## config.mk

```make
export PLATFORM = sky130hd
export DESIGN_NAME = frame_writer
export DESIGN_NICKNAME = d
export VERILOG_FILES = /design/src/rtl/frame_pkg.sv /design/src/rtl/sync_fifo.sv /design/src/rtl/frame_writer.sv
export SDC_FILE = /design/constraint.sdc
export NUM_CORES = 1
export LEC_CHECK = 0
export CELL_PAD_IN_SITES_DETAIL_PLACEMENT = 1
export CELL_PAD_IN_SITES_GLOBAL_PLACEMENT = 1
export CORE_MARGIN = 2
export CORE_UTILIZATION = 50
export CTS_CLUSTER_SIZE = 12
export DETAILED_ROUTE_END_ITERATION = 8
export PLACE_DENSITY_LB_ADDON = 0.1
export SLEW_MARGIN = 20
export SYNTH_ARGS = -nofsm -noshare
export SYNTH_HDL_FRONTEND = slang
export SYNTH_SLANG_ARGS = --single-unit
```

## constraint.sdc

```tcl
create_clock -name clk -period 3.1 [get_ports clk]
set_input_delay 0.31 -clock clk [delete_from_list [all_inputs] [get_ports clk]]
set_output_delay 0.31 -clock clk [all_outputs]
set_load 0.005 [all_outputs]
```

## src/rtl/frame_pkg.sv

```systemverilog
// Shared types and defaults for the frame writer.
// Pixel-to-word address helper lives here so all users agree on layout.
package frame_pkg;

  localparam int IMG_W_DEF      = 640;
  localparam int IMG_H_DEF      = 480;
  localparam int FIFO_DEPTH_DEF = 8;

  localparam int ADDR_W  = 17;
  localparam int DATA_W  = 32;
  localparam int COORD_W = 13;
  localparam int WORD_W  = ADDR_W + DATA_W;

  typedef enum logic {
    ST_IDLE = 1'b0,
    ST_REQ  = 1'b1
  } wr_state_e;

  typedef struct packed {
    logic [ADDR_W-1:0] addr;
    logic [DATA_W-1:0] data;
  } mem_word_t;

  // Word address wraps modulo 2^ADDR_W by construction.
  function automatic logic [ADDR_W-1:0] word_addr(
    input logic [COORD_W-1:0] row,
    input logic [COORD_W-1:0] col,
    input int unsigned        line_words
  );
    logic [ADDR_W-1:0] r;
    logic [ADDR_W-1:0] lw;
    logic [ADDR_W-1:0] c;
    r  = ADDR_W'(row);
    lw = ADDR_W'(line_words);
    c  = ADDR_W'(col[COORD_W-1:2]);
    return (r * lw) + c;
  endfunction

endpackage

```

## src/rtl/sync_fifo.sv

```systemverilog
// Count-based synchronous FIFO.
// A push while full is accepted only when a pop frees a slot that cycle.
module sync_fifo #(
  parameter int   WIDTH = 49,
  parameter int   DEPTH = 8,
  localparam int  PTR_W = (DEPTH > 1) ? $clog2(DEPTH) : 1,
  localparam int  CNT_W = $clog2(DEPTH + 1)
) (
  input  logic             clk,
  input  logic             rst_n,
  input  logic             push_i,
  input  logic [WIDTH-1:0] data_i,
  input  logic             pop_i,
  output logic [WIDTH-1:0] data_o,
  output logic             full_o,
  output logic             empty_o,
  output logic [CNT_W-1:0] count_o
);

  logic [WIDTH-1:0] mem_q [DEPTH];
  logic [PTR_W-1:0] wr_ptr_q;
  logic [PTR_W-1:0] wr_ptr_d;
  logic [PTR_W-1:0] rd_ptr_q;
  logic [PTR_W-1:0] rd_ptr_d;
  logic [CNT_W-1:0] cnt_q;
  logic [CNT_W-1:0] cnt_d;
  logic             wr_en;
  logic             rd_en;

  assign full_o  = (cnt_q == CNT_W'(DEPTH));
  assign empty_o = (cnt_q == '0);
  assign count_o = cnt_q;
  assign data_o  = mem_q[rd_ptr_q];

  assign wr_en = push_i && (!full_o || pop_i);
  assign rd_en = pop_i && !empty_o;

  always_comb begin
    wr_ptr_d = wr_ptr_q;
    rd_ptr_d = rd_ptr_q;
    cnt_d    = cnt_q;
    if (wr_en) begin
      wr_ptr_d = wr_ptr_q + 1'b1;
    end
    if (rd_en) begin
      rd_ptr_d = rd_ptr_q + 1'b1;
    end
    unique case ({wr_en, rd_en})
      2'b10:   cnt_d = cnt_q + 1'b1;
      2'b01:   cnt_d = cnt_q - 1'b1;
      default: cnt_d = cnt_q;
    endcase
  end

  always_ff @(posedge clk or negedge rst_n) begin
    if (!rst_n) begin
      wr_ptr_q <= '0;
      rd_ptr_q <= '0;
      cnt_q    <= '0;
      for (int i = 0; i < DEPTH; i++) begin
        mem_q[i] <= '0;
      end
    end else begin
      wr_ptr_q <= wr_ptr_d;
      rd_ptr_q <= rd_ptr_d;
      cnt_q    <= cnt_d;
      if (wr_en) begin
        mem_q[wr_ptr_q] <= data_i;
      end
    end
  end

endmodule

```

## src/rtl/frame_writer.sv

```systemverilog
// Packs in-frame pixels into 32-bit words and writes them to frame memory
// through a small word FIFO and a req/ack write engine.
module frame_writer
  import frame_pkg::*;
#(
  parameter int IMG_W      = IMG_W_DEF,
  parameter int IMG_H      = IMG_H_DEF,
  parameter int FIFO_DEPTH = FIFO_DEPTH_DEF
) (
  input  logic        clk,
  input  logic        rst_n,
  input  logic [7:0]  pix,
  input  logic [12:0] row,
  input  logic [12:0] col,
  output logic        mem_req,
  output logic [16:0] mem_addr,
  output logic [31:0] mem_wdata,
  input  logic        mem_ack,
  output logic        frame_done,
  output logic        overflow
);

  localparam int CNT_W = $clog2(FIFO_DEPTH + 1);
  localparam int unsigned LINE_WORDS = IMG_W / 4;
  localparam logic [ADDR_W-1:0] LAST_ADDR =
    ADDR_W'(IMG_H * IMG_W / 4 - 1);

  wr_state_e         state_q;
  wr_state_e         state_d;
  logic [31:0]       pack_q;
  logic [31:0]       pack_d;
  logic              ovf_q;
  logic              ovf_d;
  logic              done_q;
  logic              done_d;

  logic              pix_valid;
  logic [1:0]        lane;
  logic              push;
  logic              pop;
  logic              push_ok;
  logic              more;
  mem_word_t         push_word;
  mem_word_t         head;
  logic [WORD_W-1:0] head_raw;
  logic              f_full;
  logic              f_empty;
  logic [CNT_W-1:0]  f_count;

  assign pix_valid = (row < COORD_W'(IMG_H))
                  && (col < COORD_W'(IMG_W));
  assign lane      = col[1:0];
  assign push      = pix_valid && (lane == 2'd3);

  assign push_word.addr = word_addr(row, col, LINE_WORDS);
  assign push_word.data = {pix, pack_q[23:0]};

  assign pop     = (state_q == ST_REQ) && mem_ack;
  assign push_ok = !f_full || pop;
  assign head    = head_raw;

  sync_fifo #(
    .WIDTH (WORD_W),
    .DEPTH (FIFO_DEPTH)
  ) u_fifo (
    .clk     (clk),
    .rst_n   (rst_n),
    .push_i  (push),
    .data_i  (push_word),
    .pop_i   (pop),
    .data_o  (head_raw),
    .full_o  (f_full),
    .empty_o (f_empty),
    .count_o (f_count)
  );

  always_comb begin
    pack_d = pack_q;
    if (pix_valid) begin
      unique case (lane)
        2'd0: pack_d = {24'h0, pix};
        2'd1: pack_d[15:8]  = pix;
        2'd2: pack_d[23:16] = pix;
        2'd3: pack_d[31:24] = pix;
      endcase
    end
  end

  // Start of frame clears the sticky flag; a drop can't coincide with it.
  always_comb begin
    ovf_d = ovf_q;
    if (pix_valid && row == '0 && col == '0) begin
      ovf_d = 1'b0;
    end else if (push && !push_ok) begin
      ovf_d = 1'b1;
    end
  end

  assign more = (f_count > CNT_W'(1)) || (push && push_ok);

  always_comb begin
    state_d = state_q;
    done_d  = 1'b0;
    unique case (state_q)
      ST_IDLE: begin
        if (!f_empty) begin
          state_d = ST_REQ;
        end
      end
      ST_REQ: begin
        if (mem_ack) begin
          state_d = more ? ST_REQ : ST_IDLE;
          done_d  = (head.addr == LAST_ADDR);
        end
      end
      default: state_d = ST_IDLE;
    endcase
  end

  always_ff @(posedge clk or negedge rst_n) begin
    if (!rst_n) begin
      state_q <= ST_IDLE;
      pack_q  <= '0;
      ovf_q   <= 1'b0;
      done_q  <= 1'b0;
    end else begin
      state_q <= state_d;
      pack_q  <= pack_d;
      ovf_q   <= ovf_d;
      done_q  <= done_d;
    end
  end

  // Gate with state so reset forces the bus to zero immediately.
  assign mem_req    = (state_q == ST_REQ);
  assign mem_addr   = mem_req ? head.addr : '0;
  assign mem_wdata  = mem_req ? head.data : '0;
  assign frame_done = done_q;
  assign overflow   = ovf_q;

endmodule

```

## Word-level counts from Yosys, hierarchy flattened

Cells that the tools add are included.

| cells by class | value |
|---|---|
| add/subtract/negate cells | 5 |
| bitwise operators | 3 |
| div/mod/pow operators | 0 |
| $lt $le $gt $ge | 6 |
| shift-type cells | 0 |
| reduce and logical (&&, ||, !) cells | 25 |
| multipliers | 1 |
| muxes and demuxes | 19 |
| equality and inequality tests | 7 |

Operator list:

| operator | count |
|---|---|
| 392-bit bitwise mux | 1 |
| 49-bit binary-select mux with 3-bit select | 1 |
| 49-bit demux with 3-bit select | 1 |
| 49-bit two-way mux | 3 |
| 32-bit two-way mux | 1 |
| 8-bit one-hot mux with 2 select lines | 2 |
| 13-bit logical NOT | 2 |
| 17-bit by 11-bit adder with 17-bit output | 1 |
| 17-bit equality test, second input constant | 1 |
| 17-bit two-way mux | 1 |
| 13-bit by 10-bit < comparator with 1-bit output, second input constant | 1 |
| 13-bit by 9-bit < comparator with 1-bit output, second input constant | 1 |
| 13-bit by 3-bit multiplier with 12-bit output, second input constant | 1 |
| 1-bit logical AND | 9 |
| 4-bit greater-or-equal comparator, second input constant | 2 |
| 3-bit NOT with 4-bit output | 2 |
| 4-bit one-hot mux with 2 select lines | 1 |
| 2-bit nonzero test | 4 |
| 1-bit two-way mux | 7 |
| 3-bit by 1-bit adder with 3-bit output, second input constant | 2 |
| 2-bit equality test, second input constant | 3 |
| 2-bit AND reduction | 3 |
| 4-bit by 1-bit adder with 4-bit output, second input constant | 1 |
| 2-bit by 1-bit equality test with 1-bit output, second input constant | 2 |
| other kinds (10) | 13 |

| word-level totals | value |
|---|---|
| memories kept | 0 |
| output and inout port bits | 52 |
| bits in read-only memories | 0 |
| memory bits (writable) | 0 |
| input port bits | 37 |
| flip-flop bits (word level) | 429 |
| logic and storage cells | 83 |
| latch bits | 0 |

## Longest topological paths before layout

| depth | value |
|---|---|
| depth in word-level cells | 8 |
| mapped depth | 11 |
| mapped depth without buffers | 11 |

## By module

A second synthesis with hierarchy kept.

| unflattened totals | value |
|---|---|
| cell total of the unflattened synthesis | 1348 |
| area total of the unflattened synthesis | 20440.9 um^2 |

Modules (own cells, without submodules):

| module | seq. area each (um^2) | cells each | area an instance (um^2) | times used |
|---|---|---|---|---|
| sync_fifo | 10059.6 | 1068 | 18114.9 | 1 |
| frame_writer | 675.6 | 280 | 2326.0 | 1 |

## Worst setup path before layout

OpenSTA, ideal clock, no wires.

| timing | value |
|---|---|
| kind | input port to flip-flop |
| start | input row[1] |
| end | register u_fifo.mem_q[96] (netlist name) |
| stages | 11 |
| path buffers | 0 |
| required time | 2975 ps |
| setup time | 125 ps |
| arrival | 2613 ps |
| slack | 362 ps |
| cell sequence | ha_1 -> ha_1 -> inv_1 -> fa_1 -> inv_1 -> ha_1 -> a21boi_0 -> o21ai_0 -> a211oi_1 -> xnor2_1 -> mux2_2 |

| between the ends | value |
|---|---|
| longest elaborated chain between the ends | 4 |
| elaborated cells on any way between the ends | 7 |
| those cells by class | add/sub: 1; mul: 1; order compare: 1; mux: 1; reduce/logical: 3 |

Ends and longest elaborated chain:

| element | RTL line | text |
|---|---|---|
| start, declared | frame_writer.sv:13 | `input logic [12:0] row,` |
| parallel branches: the longest is 4 deep, another holds 17-bit by 11-bit adder with 17-bit output | -- |  |
| end signal, assigned by index | sync_fifo.sv:68 | `mem_q[wr_ptr_q] <= data_i;` |
| end, declared | sync_fifo.sv:20 | `logic [WIDTH-1:0] mem_q [DEPTH];` |

Several ways; the timed one is not identified.
A chain may end at the register's enable or synchronous reset.

## Worst setup path in the final report

| timing | value |
|---|---|
| start | register u_fifo.rd_ptr_q[0] |
| end | output mem_wdata[10] |

| between the ends | value |
|---|---|
| longest elaborated chain between the ends | 5 |

Ends and longest elaborated chain:

| element | RTL line | text |
|---|---|---|
| start, declared | sync_fifo.sv:23 | `logic [PTR_W-1:0] rd_ptr_q;` |
| start signal, assigned | sync_fifo.sv:65 | `rd_ptr_q <= rd_ptr_d;` |
| 3-bit NOT with 4-bit output (implied by the code) | sync_fifo.sv:33 | `assign data_o = mem_q[rd_ptr_q];` |
| 49-bit binary-select mux with 3-bit select | sync_fifo.sv:33 |  |
| 49-bit two-way mux (implied by the code) (2 in a row) | sync_fifo.sv:33 |  |
| 32-bit two-way mux | frame_writer.sv:137 | `assign mem_wdata = mem_req ? head.data : '0;` |
| end, declared | frame_writer.sv:17 | `output logic [31:0] mem_wdata,` |

Every way passes these cells. The select of a mux whose other input is x is not followed.

==> metrics.csv <==
metric,value,unit
status,"finished, final reports clean",
rsz0062_at_grt,yes,
cts_tree,yes,
arrival,2740,ps
antenna_found_initial,2,
path_cells,"buf_8, buf_12, buf_12, mux4_2, mux2i_2, nor2b_1, clkdlybuf4s50_1",
required,2790,ps
vias,13500,
syn_nets,1700,
synth_seq_cells,429,
drt_first_pass_iters,5,
cts-root-buf,clkbuf_16,
synth_cell_types,48,
worstMarginPinSlew,723,ps
numCtsBuffers,47,
dieArea,43000,um^2
mostFrequentLayoutCell,dfrtp_1,
critPathMaxFanout,7,
startpoint,u_fifo.rd_ptr_q[0],
hpwl,35300,um
maxSlewHeadroom,0.517,
final_cell_mix,"dfrtp_1, nand2_1, mux2_2",
reg2reg_from,u_fifo.count_o[0],
wl,58100,um
final-max-slew-violation-count,0,
clock_tree.buffer_depth,3,
path_clk_slew,60,ps
grt_pass1_vias,14900,
clkSinkCount,429,
grt_first_pass_wirelength,89700,um
cp-end-kind,output pin,
synth.largest_area_cell,dfrtp_1,
core,40800,um^2
start_util,0.506,
nNetsFinal,1812,
drt-vias-per-instance,5.82,
slowest_stage,mux4_2,
area.growth.synth_to_final,18.8,%
fin_area,24500,um^2
rows,74,
power_density,547,nW/um^2
grt_util_met3,0.0372,
yosys.area.top_type_share,0.520,
port_buffers,88,
synthArstFlopShare,1.00,
synth_edf_count,0,
drv_cap,0,
grt_busiest_layer,met2,
antenna_left,0,
path_common_cell,buf_12,
finalSetupViolCount,0,
yosysWarnings,0,
pre_cts_ws,-455,ps
leakage,11.8,nW
htree_levels,2,
post-route-period-util,0.983,
wl_per_cell,25.1,um
grt_use_total,0.272,
ys_seq_area_frac,0.520,
finalHoldViolCount,0,
use_met2,0.454,
gp_congestion,0.796,
clk_latency,600,ps
slowest_delay,510,ps
drive_gt1_frac,0.315,
fp.dieH,207,um
fp.dieW,207,um
netlist_instances,1632,
fin_skew,24.0,ps
min_path_type,in2async,
period_needed,3050,ps
grt_start_max_net_pins,90,
ir_drop,369,uV
drt_iter0_drc,874,
criticalPathCategory,reg2out,
startpoint_type,flip-flop,
synth_area_leaders,"dfrtp_1, mux4_2, mux2_2",
grt.overflow.total,0,
whs,317,ps
syn_avg_cell_area,12.7,um^2
drc_errors,0,
ios,89,
post_dp_cell_area,22600,um^2
synthesis.area,20700,um^2
use_met1,0.381,
worst_slack,53.4,ps
yosys_most_used_dff,dfrtp_1,
max_freq,328,MHz
-- routing by layer --
metal  part of all wire  wire [um]
met1               0.45      25900
met2               0.50      29000
met3              0.042       2470
met4              0.014        836
met5                  0          0
-- where the power goes --
part           switching, W  internal [W]  total, W
clock network       0.00238       0.00340   0.00577
logic               0.00104      0.000900   0.00194
registers         0.0000710       0.00565   0.00572
total               0.00349       0.00995    0.0134
-- worst paths after layout --
path | to | slack, ps | depth (start not counted)
max in group asynchronous | u_fifo.mem_q[357] | 1880 | 3
min in group clk | u_fifo.mem_q[254] | 470 | 2
worst max-delay path | mem_wdata[10] | 50 | 7
worst max register to register | u_fifo.mem_q[91] | 510 | 8
worst min register to register | u_fifo.mem_q[254] | 470 | 2
worst min-delay path | u_fifo.mem_q[32] | 320 | 2
-- metrics by stage --
stage | cells | utilization | power (W) | TNS [ps]
CTS | 2306 | 0.595 | 0.0134 | -6.86
global route | 2315 | 0.601 | 0.0139 | -158
detailed placement | 2213 | 0.554 | 0.00758 | -14350
finish | 2316 | 0.601 | 0.0134 | 0
global placement | 2213 | 0.554 | 0.00754 | -8920
floorplan | 1632 | - | 0.00676 | 0
-- Yosys cell counts, types with 2 or more instances --
cell	instances
nor3_1	6
nor2_1	13
and2_1	2
fa_1	2
buf_2	23
mux2i_1	50
buf_1	7
nand4_1	5
mux2_2	158
mux2_4	88
o31ai_1	2
a21oi_1	8
and3_1	2
o21a_1	2
a211oi_1	2
ha_1	29
nand2_1	356
inv_1	13
xor2_1	13
or4_4	4
xnor2_1	15
buf_6	16
dfrtp_1	429
nor2b_1	53
nand3_1	9
nand4b_1	4
clkbuf_1	89
nand2b_1	2
nor4_1	7
or2_2	2
nor4_2	2
o21ai_0	103
or3_1	3
o22ai_1	2
mux4_2	98
-- cells by family after synthesis --
group,share of synthesized area
AND/OR/NAND/NOR,0.101
flip-flops,0.520
multiplexers,0.281
buffers and inverters,0.0341
AO/OA/AOI/OAI,0.0327
adder cells (fa/ha/maj),0.0195
XOR/XNOR,0.0119
-- critical path, delay by kind of cell, from the launching register on --
kind | cells | cell delay (ps)
buffers and inverters | 4 | 880
multiplexers | 2 | 720
flip-flops | 1 | 440
AND/OR/NAND/NOR | 1 | 90
-- layout make-up --
type / count / area [um^2]
Inverter: 13 / 48.8
Timing Repair Buffer: 198 / 2160
Multi-Input combinational cell: 1055 / 9310
Clock buffer: 77 / 1460
Sequential cell: 429 / 10700
Fill cell: 3971 / 16300
Antenna cell: 1 / 2.50
Tap cell: 532 / 666
Clock inverter: 11 / 145
-- registers in the layout (all words and copies together) (netlist names) --
signal,cells
u_fifo.rd_ptr_q,3
u_fifo.wr_ptr_q,3
pack_q,24
frame_done,1
u_fifo.mem_q,392
mem_req,1
overflow,1
u_fifo.count_o,4
-- what timing repair did --
action,in CTS,in global routing
pin swaps,0,0
gates cloned,0,2
hold endpoints to repair,61,0
resized for setup,17,22
hold buffers,1,0
setup buffers,4,8
setup endpoints to repair,31,37
Power figures use the tool's default switching activity.
